### src/rtl/dyt_sram_arb.sv
// Two-port (instruction + data) arbiter in front of a single-port SRAM with a
// registered read output of configurable latency. One transaction is in flight
// at a time. Contention is resolved by alternating grants.
//
// Ports:
//   clk, n_rst            clock, async active-low reset
//   i_req/i_addr          instruction-port read request (level, held until i_done)
//   i_rdata/i_done        instruction-port read data (registered) and done pulse
//   d_req/d_we/d_addr/
//   d_wdata               data-port request; d_we != 0 means write
//   d_rdata/d_done        data-port read data (registered) and done pulse
//   sram_address/
//   sram_w_data/sram_wen/
//   sram_ren/sram_r_data  SRAM-side interface
//   busy                  high whenever the FSM is not idle
module dyt_sram_arb #(
  parameter int unsigned READ_LATENCY = 2,
  parameter int unsigned DATA_W       = 32,
  parameter int unsigned WE_W         = 4
) (
  input  logic              clk,
  input  logic              n_rst,
  input  logic              i_req,
  input  logic [DATA_W-1:0] i_addr,
  output logic [DATA_W-1:0] i_rdata,
  output logic              i_done,
  input  logic              d_req,
  input  logic [WE_W-1:0]   d_we,
  input  logic [DATA_W-1:0] d_addr,
  input  logic [DATA_W-1:0] d_wdata,
  output logic [DATA_W-1:0] d_rdata,
  output logic              d_done,
  output logic [DATA_W-1:0] sram_address,
  output logic [DATA_W-1:0] sram_w_data,
  output logic [WE_W-1:0]   sram_wen,
  output logic              sram_ren,
  input  logic [DATA_W-1:0] sram_r_data,
  output logic              busy
);

  localparam int unsigned CNT_W = 3;
  localparam logic PORT_I = 1'b0;
  localparam logic PORT_D = 1'b1;

  typedef enum logic [1:0] {
    IDLE   = 2'd0,
    ACCESS = 2'd1,
    WAIT   = 2'd2,
    DONE   = 2'd3
  } state_t;

  state_t           state;
  logic             last_grant;
  logic             sel_port;
  logic             is_write;
  logic [CNT_W-1:0] wait_cnt;

  logic grant_valid_c;
  logic grant_port_c;

  // Arbitration: lone requester wins; on contention the port not granted last wins.
  assign grant_valid_c = i_req | d_req;

  always_comb begin
    grant_port_c = PORT_I;
    if (i_req && d_req) begin
      grant_port_c = ~last_grant;
    end else if (d_req) begin
      grant_port_c = PORT_D;
    end
  end

  // FSM with all SRAM-side and port-side outputs registered. The SRAM address
  // and write data registers double as the latched request copies, so request
  // inputs are free to change once the grant is taken.
  always_ff @(posedge clk or negedge n_rst) begin
    if (!n_rst) begin
      state        <= IDLE;
      last_grant   <= PORT_I;
      sel_port     <= PORT_I;
      is_write     <= 1'b0;
      wait_cnt     <= '0;
      sram_address <= '0;
      sram_w_data  <= '0;
      sram_wen     <= '0;
      sram_ren     <= 1'b0;
      i_rdata      <= '0;
      d_rdata      <= '0;
      i_done       <= 1'b0;
      d_done       <= 1'b0;
      busy         <= 1'b0;
    end else begin
      case (state)
        IDLE: begin
          if (grant_valid_c) begin
            state      <= ACCESS;
            busy       <= 1'b1;
            sel_port   <= grant_port_c;
            last_grant <= grant_port_c;
            if (grant_port_c == PORT_D) begin
              sram_address <= d_addr;
              if (d_we != '0) begin
                is_write    <= 1'b1;
                sram_wen    <= d_we;
                sram_w_data <= d_wdata;
              end else begin
                is_write <= 1'b0;
                sram_ren <= 1'b1;
              end
            end else begin
              // Instruction port is read-only.
              sram_address <= i_addr;
              is_write     <= 1'b0;
              sram_ren     <= 1'b1;
            end
          end
        end

        ACCESS: begin
          if (is_write) begin
            state        <= DONE;
            sram_wen     <= '0;
            sram_w_data  <= '0;
            sram_address <= '0;
            if (sel_port == PORT_D) begin
              d_done <= 1'b1;
            end else begin
              i_done <= 1'b1;
            end
          end else begin
            state    <= WAIT;
            wait_cnt <= CNT_W'(READ_LATENCY - 1);
          end
        end

        WAIT: begin
          // Address and ren stay asserted; data is captured at the end of the last cycle.
          if (wait_cnt == '0) begin
            state        <= DONE;
            sram_ren     <= 1'b0;
            sram_address <= '0;
            if (sel_port == PORT_D) begin
              d_rdata <= sram_r_data;
              d_done  <= 1'b1;
            end else begin
              i_rdata <= sram_r_data;
              i_done  <= 1'b1;
            end
          end else begin
            wait_cnt <= wait_cnt - CNT_W'(1);
          end
        end

        DONE: begin
          // Requests are ignored here; the requester drops req at this edge.
          state  <= IDLE;
          busy   <= 1'b0;
          i_done <= 1'b0;
          d_done <= 1'b0;
        end

        default: begin
          state <= IDLE;
        end
      endcase
    end
  end

endmodule

### config.mk
export PLATFORM = sky130hd
export DESIGN_NAME = dyt_sram_arb
export DESIGN_NICKNAME = d
export VERILOG_FILES = /design/src/rtl/dyt_sram_arb.sv
export SDC_FILE = /design/constraint.sdc
export NUM_CORES = 1
export LEC_CHECK = 0
export CAP_MARGIN = 20
export CELL_PAD_IN_SITES_DETAIL_PLACEMENT = 0
export CELL_PAD_IN_SITES_GLOBAL_PLACEMENT = 1
export CORE_MARGIN = 2
export CORE_UTILIZATION = 35
export CTS_CLUSTER_DIAMETER = 150
export DETAILED_ROUTE_END_ITERATION = 10
export GPL_TIMING_DRIVEN = 1
export PLACE_DENSITY_LB_ADDON = 0.1
export SYNTH_ARGS = -nofsm -noshare
export SYNTH_HDL_FRONTEND = slang
export SYNTH_SLANG_ARGS = --single-unit
### constraint.sdc
create_clock -name clk -period 4.7 [get_ports clk]
set_clock_uncertainty 0.2 [all_clocks]
set_input_delay 0.94 -clock clk [delete_from_list [all_inputs] [get_ports clk]]
set_output_delay 0.94 -clock clk [all_outputs]
set_load 0.01 [all_outputs]
; Word-level counts from Yosys, hierarchy flattened
; Cells that the tools add are included.
[word_totals]
register_bits = 143
in_bits = 136
output_inout_bits = 136
elab_cells = 87
[op_classes]
addsub = 1
eq_ne = 11
mux = 40
n_bitwise = 2
reduce_logical = 20
[ops]
columns = cell, n
row1 = 2-to-1 mux 32 bit, 7
row2 = case mux 32 bit (3 select lines), 1
row3 = case mux 32 bit (2 select lines), 1
row4 = 2-to-1 mux 1 bit, 16
row5 = 2-to-1 mux 4 bit, 4
row6 = != test 2 bit (second input constant), 7
row7 = AND reduction 3 bit, 4
row8 = case mux 2 bit (4 select lines), 1
row9 = case mux 4 bit (2 select lines), 1
row10 = AND reduction 4 bit, 2
row11 = nonzero test 2 bit, 4
row12 = 2-to-1 mux 3 bit, 2
row13 = case mux 1 bit (3 select lines), 2
row14 = case mux 3 bit (2 select lines), 1
row15 = AND reduction 2 bit, 3
row16 = nonzero test 3 bit, 2
row17 = AND reduction 5 bit, 1
row18 = equality test 2 bit (second input constant), 2
row19 = 2-to-1 mux 2 bit, 2
row20 = case mux 1 bit (2 select lines), 2
row21 = nonzero test 4 bit, 1
row22 = logical NOT 3 bit, 1
row23 = != test 3 bit (second input constant), 1
row24 = subtractor 3 x 1 -> 3 bit (second input constant), 1
row25 = 5 further kinds, 5

; Logic depth before layout (Yosys ltp)
; Gate-level depths: netlist (run 1).
[logic_depth]
ltp_word = 5
ltp_mapped = 8
depth_no_buf = 6

; Worst setup path before layout (run 1)
; Ideal clock, no wire load.
[synth_timing]
path_kind = input to register
start = input d_req
end = register sram_w_data[10]
setup_ps = 121
t_arrival_ps = 2002
required_time_ps = 4379
path_slack_ps = 2377
path_stages = 7
n_path_buf = 3
path_cell_list = a21boi_1 buf_4 o41ai_2 a21o_1 buf_2 buf_6 a22o_1
[synth_between]
elab_chain_cells = 4
word_cells_on_any_way = 7
classes_between = eq/ne: 2 / mux: 2 / bitwise: 1 / reduce/logical: 2
[synth_rtl]
columns = item, line
row1 = from (decl), 27  ; input logic d_req,
row2 = 2-to-1 mux 1 bit / logical AND 1 bit (equally long branches), "68, 66"
row3 = 2-to-1 mux 1 bit, 66  ; if (i_req && d_req) begin
row4 = != test 2 bit (no source line), n/a
row5 = AND reduction 5 bit (no source line) *, n/a
row6 = to (signal assigned), 105  ; sram_w_data <= d_wdata;
row7 = to (decl), 34  ; output logic [DATA_W-1:0] sram_w_data,
; Mark *: on every way between the ends. The rest lies on a longest branch, timed or not.
; A chain may end at the register's enable or synchronous reset.

; Worst setup path in the final report (run 1)
[layout_timing]
start = input i_req
end = register sram_address[3]
[layout_between]
elab_chain_cells = 5
word_cells_on_any_way = 8
classes_between = eq/ne: 1 / mux: 4 / bitwise: 1 / reduce/logical: 2
[layout_rtl]
columns = item, line
row1 = from (decl), 23  ; input logic i_req,
row2 = logical AND 1 bit, 66
row3 = 2-to-1 mux 1 bit, 66
row4 = 2-to-1 mux 32 bit, 100  ; if (grant_port_c == PORT_D) begin
row5 = 2-to-1 mux 32 bit, 95  ; if (grant_valid_c) begin
row6 = case mux 32 bit (3 select lines), 93  ; case (state)
row7 = to (signal assigned), 101  ; sram_address <= d_addr;
row8 = to (signal assigned), 112  ; sram_address <= i_addr;
row9 = to (decl), 33  ; output logic [DATA_W-1:0] sram_address,
; Parallel ways exist; a longest one is shown, timed or not. The select of a mux whose other input is x is not followed.

==> reports/qor.txt, run 1 <==
Number of cell rows -> 47
Worst Path Arrival -> 2.96 ns
Area Growth Syn to Fin -> 58.15%
Clk slew on worst S/H paths -> 0.06 ns
DIE HEIGHT -> 134.6 µm
Largest net degree at the start of global routing -> 117
Initial antenna violation count -> 0
Post-CTS Setup Bufs -> 0
Power Internal -> 0.004298 W
XOR/XNOR share of the synthesized area -> 0%
Worst path max stage delay -> 0.53 ns
Yosys warnings -> 0
CP cell instances -> clkdlybuf4s50_1 > or3b_2 > o2111ai_4 > buf_4 > nand2_1 > o31ai_1
Logic pwr share -> 46.9%
Main synth FF type -> dfrtp_1
Core ar. -> 16640 µm²
Vias in the first global route -> 4724
R2r setup slk -> 1.86 ns
Avg Synthesized Cell Area -> 13.79 µm²
Final Critical Period -> 2.857 ns
CTS Buf Count -> 17
Seq cells post-synth -> 143
GRT Util Overall -> 17.26%
Buf/Inv on CP -> 2
PwrDens -> 690.2 nW/µm²
Die area -> 18120 µm²
Power share of the clock group -> 20.1%
Share of power burned in registers -> 32.9%
Min Hold Slack -> 0.1567 ns
Async set-reset flop share out of synthesis -> 100.0%
Yosys cell types -> 39
WP depth -> 6
Grt ovf -> 0
TritonCTS clock tree -> built
Design area -> 9443 µm²
Worst setup SP type -> input port
Req. time, crit path -> 4.80 ns
CP endpoint -> sram_address[3]$_DFFE_PN0P_
CTS root buffer -> clkbuf_16
Max-slew headroom -> 33.62%
Slew Limit Fails -> 0
Setup TNS after final layout -> 0 ns
Syn nets -> 576
M2 GR Usage -> 28.51%
Cell family with most CP delay -> buffers and inverters
Avg Vias per Cell -> 4.829
Switch Pwr -> 0.002219 W
Slew @ Worst Pin -> 0.9953 ns
Fmax -> 0.3501 GHz
Top Ports -> 272
Final GP Congestion -> 0.7354
Clk_lat worst skew -> 0.41 ns
Switching Fraction -> 34.05%
Placement Cell Area -> 8821 µm²
Cell depth of the worst flop-to-flop path -> 7
Post-CTS sizing -> 0
RSZ-0062 raised after global routing -> false
Mapped Area -> 5971 µm²
Post-CTS Hold Fix Bufs -> 0
Htree depth -> 4
DR WL/cell -> 16.60 µm
CP endpoint kind -> flip-flop
Post-synthesis compound-gate area fraction -> 12.97%
Final HPWL from detailed placement -> 11060 µm
Status -> completed
M3 GR Usage -> 5.743%
Max-Cap Viols -> 0
CTS Sinks -> 143
Pre-Repair DR Iteration Count -> 4
Top Usage Layer GRT -> met2
Leak -> 3.981 nW
Starting Density -> 35.88%
Fin crit share -> 60.78%
Post-Syn Instances -> 433
Final core utilization -> 56.74%
CP Class -> input port to flip-flop
WL final -> 15540 µm
Final Hold Viols -> 0
Sequential area share after synthesis -> 59.93%
VDD IR max -> 0.0003365 V
DRT antenna net count -> 0
Adder-Cell Fraction of Synth Area -> 1.467%
Clk buf depth -> 2
EDFF count, synth -> 0
R2r endpoint -> sram_address[3]$_DFFE_PN0P_
DIE WIDTH -> 134.6 µm
PortBufs -> 271
Hold WC Path Type -> input port to async pin
Reg area -> 3578 µm²
Fill count -> 1403
First-pass GRT wire length -> 24300 µm
Area fraction in and, or, nand and nor cells after synthesis -> 4.003%
Crit-path slowest cell -> or3b_2
Area of the multi-input gates -> 2171 µm²
Met1 Usage GRT -> 21.22%
CP Max Fanout -> 42
Inserted Diodes -> 0
Combinational family with the most area after synthesis -> multiplexers
Reg-to-Reg Start -> state[0]$_DFFE_PN0P_
Mux share of post-synthesis cell area -> 17.44%
Final setup fails -> 0
Via count -> 4520
Share of cells above drive strength 1 -> 15.36%
1st-iter DRT viols -> 215
CP Launch Point -> i_req
DRC errors left -> 0
Nets -> 846
-- routing by layer --
| layer | routed length (µm) | share of wire, % | up-vias |
|---|---|---|---|
| met3 | 1173 | 7.5 | 23 |
| met1 | 6480 | 42 | 2186 |
| met4 | 303 | 2.0 | 0 |
| met2 | 7580 | 49 | 180 |
| met5 | 0 | 0 | - |
| li1 | - | - | 2131 |
-- Yosys cell counts (all sizes together) (2+ instances only) --
cell type | number | area [µm²]
dfrtp | 143 | 3578
mux2 | 64 | 720.7
a22o | 37 | 324.1
nand2 | 36 | 135.1
mux2i | 32 | 320.3
o31ai | 32 | 240.2
buf | 26 | 208.9
inv | 8 | 30.03
o21ai | 8 | 40.04
ha | 7 | 87.58
a21oi | 6 | 30.03
nor3 | 4 | 25.02
a21boi | 3 | 22.52
clkbuf | 3 | 11.26
nand3 | 3 | 15.01
nor2 | 3 | 11.26
nand2b | 2 | 12.51
-- worst min-delay path by stage --
stage	from	to	slack (ns)	depth (start not counted)
2_1_floorplan	busy$_DFFE_PN0P_	busy$_DFFE_PN0P_	0.31	2
3_3_place_gp	sram_address[20]$_DFFE_PN0P_	sram_address[20]$_DFFE_PN0P_	0.26	2
3_5_place_dp	sram_address[8]$_DFFE_PN0P_	sram_address[8]$_DFFE_PN0P_	0.27	2
4_1_cts	sram_address[8]$_DFFE_PN0P_	sram_address[8]$_DFFE_PN0P_	0.28	2
5_1_grt	n_rst	d_rdata[13]$_DFFE_PN0P_	0.14	1
6_report	n_rst	d_rdata[13]$_DFFE_PN0P_	0.16	1
-- sequential cells by signal, summed over array words and instances (netlist names) --
name / count
i_rdata: 32
is_write: 1
state: 2
busy: 1
i_done: 1
sram_wen: 4
sel_port: 1
sram_ren: 1
sram_w_data: 32
d_done: 1
sram_address: 32
d_rdata: 32
wait_cnt: 3
-- stage by stage --
| step | setup WS, ns | cells | power [W] |
|---|---|---|---|
| after floorplan | 2.377 | 433 | 0.003778 |
| after global placement | 1.334 | 902 | 0.005157 |
| after detailed placement | 1.238 | 902 | 0.005234 |
| after CTS | 1.613 | 934 | 0.006580 |
| after global routing | 1.577 | 936 | 0.006945 |
| final | 1.843 | 936 | 0.006517 |
-- area by class of cell --
cell class | instances | share of cell area (%)
Clock buffer | 19 | 4.691
Inverter | 8 | 0.3180
Multi-Input combinational cell | 253 | 22.99
Tap cell | 220 | 2.915
Clock inverter | 13 | 1.444
Timing Repair Buffer | 280 | 29.75
Sequential cell | 143 | 37.90
-- kinds of logic after synthesis --
logic type / count (synthesis)
compound gates: 98
fa+ha+maj: 7
buf+inv: 37
flops: 143
mux: 96
simple gates: 52
-- power groups by stage --
stage | combinational [W] | sequential, W | clock [W]
floorplan | 0.00138 | 0.00240 | 0
global placement | 0.00301 | 0.00215 | 0
detailed placement | 0.00307 | 0.00216 | 0
CTS | 0.00308 | 0.00215 | 0.00135
global route | 0.00331 | 0.00222 | 0.00141
finish | 0.00306 | 0.00215 | 0.00131
-- layout by cell type, fill, tap and decap left out, types with 2 or more instances in the layout --
| cell type | synthesis | routed |
|---|---|---|
| a21oi_1 | 6 | 6 |
| a22o_1 | 37 | 37 |
| buf_4 | 2 | 7 |
| bufinv_16 | 0 | 2 |
| clkbuf_16 | 0 | 17 |
| clkdlybuf4s50_1 | 0 | 270 |
| clkinv_2 | 0 | 4 |
| clkinvlp_4 | 0 | 4 |
| dfrtp_1 | 143 | 143 |
| ha_1 | 7 | 7 |
| inv_1 | 8 | 8 |
| inv_6 | 0 | 2 |
| mux2_1 | 2 | 2 |
| mux2_2 | 62 | 62 |
| mux2i_1 | 32 | 32 |
| nand2_1 | 36 | 36 |
| nand2b_1 | 2 | 2 |
| nand3_1 | 3 | 3 |
| nor2_1 | 3 | 3 |
| nor3_1 | 3 | 3 |
| o21ai_0 | 8 | 8 |
| o31ai_1 | 32 | 32 |
(Power assumes the default switching activity.)
==> run 2, diff against run 1 <==
--- a/config.mk
+++ b/config.mk
@@ -9,7 +9,7 @@
 export CELL_PAD_IN_SITES_DETAIL_PLACEMENT = 0
 export CELL_PAD_IN_SITES_GLOBAL_PLACEMENT = 1
 export CORE_MARGIN = 2
-export CORE_UTILIZATION = 35
+export CORE_UTILIZATION = 32
 export CTS_CLUSTER_DIAMETER = 150
 export DETAILED_ROUTE_END_ITERATION = 10
 export GPL_TIMING_DRIVEN = 1
==> constraint.sdc (replaced) <==
create_clock -name clk -period 2.7 [get_ports clk]
set_clock_uncertainty 0.2 [all_clocks]
set_input_delay 0.54 -clock clk [delete_from_list [all_inputs] [get_ports clk]]
set_output_delay 0.54 -clock clk [all_outputs]
set_load 0.01 [all_outputs]
==> run 2 against run 1 <==
  * Wire length grew 0.77%
  * Setup slack got worse by 1.3 ns
  * Largest cell class unchanged
  * Sequential share of layout area down 0.46 points
  * Non-clock buffer count rose by 6
  * Total power grew 77%
  * Clock-buffer cell count is the same
  * Flip-flop and latch count is the same
  * Die area up 9.1%
  * Hold slack better by 0.12 ns
  * Global-route usage fell by 1.3 points
==> reports/qor.txt, run 2 (same netlist as run 1, synthesis figures left out) <==
CTS Sinks -> 143 (unchanged)
M3 GR Usage -> 6.352% (+0.61 points)
Nets -> 852 (+0.71%)
R2r setup slk -> 0.53 ns (-1.33 ns)
CP Class -> flip-flop to flip-flop
Cell depth of the worst flop-to-flop path -> 7 (unchanged)
Worst path max stage delay -> 0.51 ns (-0.02 ns)
Pre-Repair DR Iteration Count -> 4 (unchanged)
Share of power burned in registers -> 32.4% (-0.5 points)
CP endpoint kind -> flip-flop
Fin crit share -> 80.34%
Share of cells above drive strength 1 -> 15.93% (+0.56 points)
Total power -> 0.01151 W (+77%)
Clk_lat worst skew -> 0.41 ns (about the same)
Post-CTS Hold Fix Bufs -> 1 (+1)
Reg-to-Reg Start -> state[0]$_DFFE_PN0P_
Final Hold Viols -> 0 (unchanged)
Status -> completed
Via count -> 4465 (-1.2%)
Inserted Diodes -> 0 (unchanged)
CP Max Fanout -> 64 (+52%)
DRC errors left -> 0 (unchanged)
Switch Pwr -> 0.003866 W (+74%)
Initial antenna violation count -> 0 (unchanged)
CTS Buf Count -> 17 (unchanged)
Hold Startpoint -> sram_address[6]$_DFFE_PN0P_
Req. time, crit path -> 2.81 ns (-1.99 ns)
Final GP Congestion -> 0.7457 (+1.4%)
Top Usage Layer GRT -> met2
CTS root buffer -> clkbuf_16
Number of cell rows -> 49 (+4.3%)
Slew @ Worst Pin -> 0.5549 ns (-0.4404 ns)
Final HPWL from detailed placement -> 11370 µm (+2.7%)
Switching Fraction -> 33.58% (-0.46 points)
DRT antenna net count -> 0 (unchanged)
WHS Path Cells -> 2
CP cell instances -> inv_1 > ha_1 > or3b_2 > o2111ai_4 > buf_12 > nand2_1 > o31ai_1
Area Growth Syn to Fin -> 60.10%
Worst Path Arrival -> 2.28 ns (-0.68 ns)
Avg Vias per Cell -> 4.695 (-2.8%)
1st-iter DRT viols -> 159 (-26%)
Vias in the first global route -> 4700 (-0.51%)
Setup TNS after final layout -> 0 ns (unchanged)
Grt ovf -> 0 (unchanged)
Logic pwr share -> 47.2% (+0.3 points)
Starting Density -> 32.90% (-3.0 points)
Met1 Usage GRT -> 19.24% (-2.0 points)
Slew Limit Fails -> 0 (unchanged)
Most frequent cells in the layout -> 270 x clkdlybuf4s50_1, 143 x dfrtp_1, 62 x mux2_2
Hold WC Path Type -> flip-flop to flip-flop
M2 GR Usage -> 26.52% (-2.0 points)
PwrDens -> 1204 nW/µm² (+74%)
Htree depth -> 4 (unchanged)
Crit-path slowest cell -> or3b_2
Core ar. -> 18150 µm² (+9.0%)
Cell family with most CP delay -> simple AND/OR/NAND/NOR gates
First-pass GRT wire length -> 24900 µm (+2.5%)
RSZ-0062 raised after global routing -> false
Hold endpoint -> sram_address[6]$_DFFE_PN0P_
VDD IR max -> 0.0006144 V (+83%)
Leak -> 4.034 nW (+1.3%)
PortBufs -> 271 (unchanged)
Max-Cap Viols -> 0 (unchanged)
Die area -> 19770 µm² (+9.1%)
Commonest non-fill, non-tap cell in the layout -> clkdlybuf4s50_1
GRT Util Overall -> 15.96% (-1.3 points)
Clk slew on worst S/H paths -> 0.06 ns (about the same)
Max-slew headroom -> 63.01% (+29 points)
DIE HEIGHT -> 140.6 µm (+4.4%)
Post-CTS sizing -> 0 (unchanged)
Final setup fails -> 0 (unchanged)
R2r endpoint -> sram_address[2]$_DFFE_PN0P_
Final Critical Period -> 2.169 ns
DIE WIDTH -> 140.6 µm (+4.4%)
Post-CTS Setup Bufs -> 0 (unchanged)
Power Internal -> 0.007645 W (+78%)
Largest net degree at the start of global routing -> 65 (-44%)
Top Ports -> 272 (unchanged)
TritonCTS clock tree -> built
DR WL/cell -> 16.46 µm (-0.82%)
Power share of the clock group -> 20.4% (+0.3 points)
Clk buf depth -> 2 (unchanged)
Fmax -> 0.4610 GHz
Buf/Inv on CP -> 2 (unchanged)
Worst setup SP type -> flip-flop
WL final -> 15660 µm (+0.77%)
run 2: cell count changes in the layout (fill, tap and decap cells not counted):
cell and change:
clkinv_2 -1, clkbuf_1 +1, bufinv_16 +1, nand3_1 -1, buf_4 +2, clkinvlp_4 -2, clkbuf_8 -1, clkinv_4 +3
dlygate4sd3_1 +1, nand3_2 +1, buf_8 -1, buf_16 -1, inv_6 -1, buf_12 +5
run 2: final cells by class:
cell class / count / area [µm²]
sequential: 143 / 3578
clock inverter: 13 / 163.9
clock buffer: 19 / 432.9
timing repair buffer: 286 / 2892
fill: 1574 / 8588
tap: 229 / 286.5
inverter: 8 / 30.03
multi-input combinational: 253 / 2176
run 2: metrics by stage:
stage | util, % | hold WS, ns | worst slack, ns | instances | cell area, µm²
final | 52.68 | 0.2727 | 0.5308 | 951 | 9559
after global placement | 49.33 | 0.2606 | 0.2324 | 918 | 8952
after global routing | 52.68 | 0.2979 | 0.3835 | 951 | 9559
after CTS | 52.68 | 0.2787 | 0.5102 | 951 | 9559
after floorplan | - | 0.04441 | 0.5986 | 433 | 5971
after detailed placement | 49.33 | 0.2658 | 0.2120 | 918 | 8952
run 2: tightest hold or removal path, stage by stage, from the launching register on:
cell     delay [ns]
dfrtp_1        0.33
nand2_1        0.05
o31ai_1        0.05
run 2: how the worst max path moves through the flow:
stage | startpoint | to | cells after the start
2_1_floorplan | state[0]$_DFFE_PN0P_ | i_rdata[0]$_DFFE_PN0P_ | 7
3_3_place_gp | d_req | sram_w_data[3]$_DFFE_PN0P_ | 6
3_5_place_dp | i_req | sram_address[2]$_DFFE_PN0P_ | 6
4_1_cts | wait_cnt[0]$_DFFE_PN0P_ | d_rdata[14]$_DFFE_PN0P_ | 7
5_1_grt | state[0]$_DFFE_PN0P_ | sram_address[24]$_DFFE_PN0P_ | 7
6_report | state[0]$_DFFE_PN0P_ | sram_address[2]$_DFFE_PN0P_ | 7
run 2: power by group through the flow:
stage | clock, W | combinational [W] | sequential [W]
3_5_place_dp | 0 | 0.00554 | 0.00376
4_1_cts | 0.00243 | 0.00555 | 0.00374
6_report | 0.00235 | 0.00544 | 0.00373
2_1_floorplan | 0 | 0.00241 | 0.00417
5_1_grt | 0.00253 | 0.00591 | 0.00386
3_3_place_gp | 0 | 0.00545 | 0.00372
run 2: per-layer routing:
layer | routed length (µm) | part of all wire [%] | vias to the layer above
li1 | - | - | 2136
met1 | 6504 | 42 | 2151
met2 | 7728 | 49 | 164
met3 | 1205 | 7.7 | 14
met4 | 218 | 1.4 | 0
met5 | 0 | 0 | -
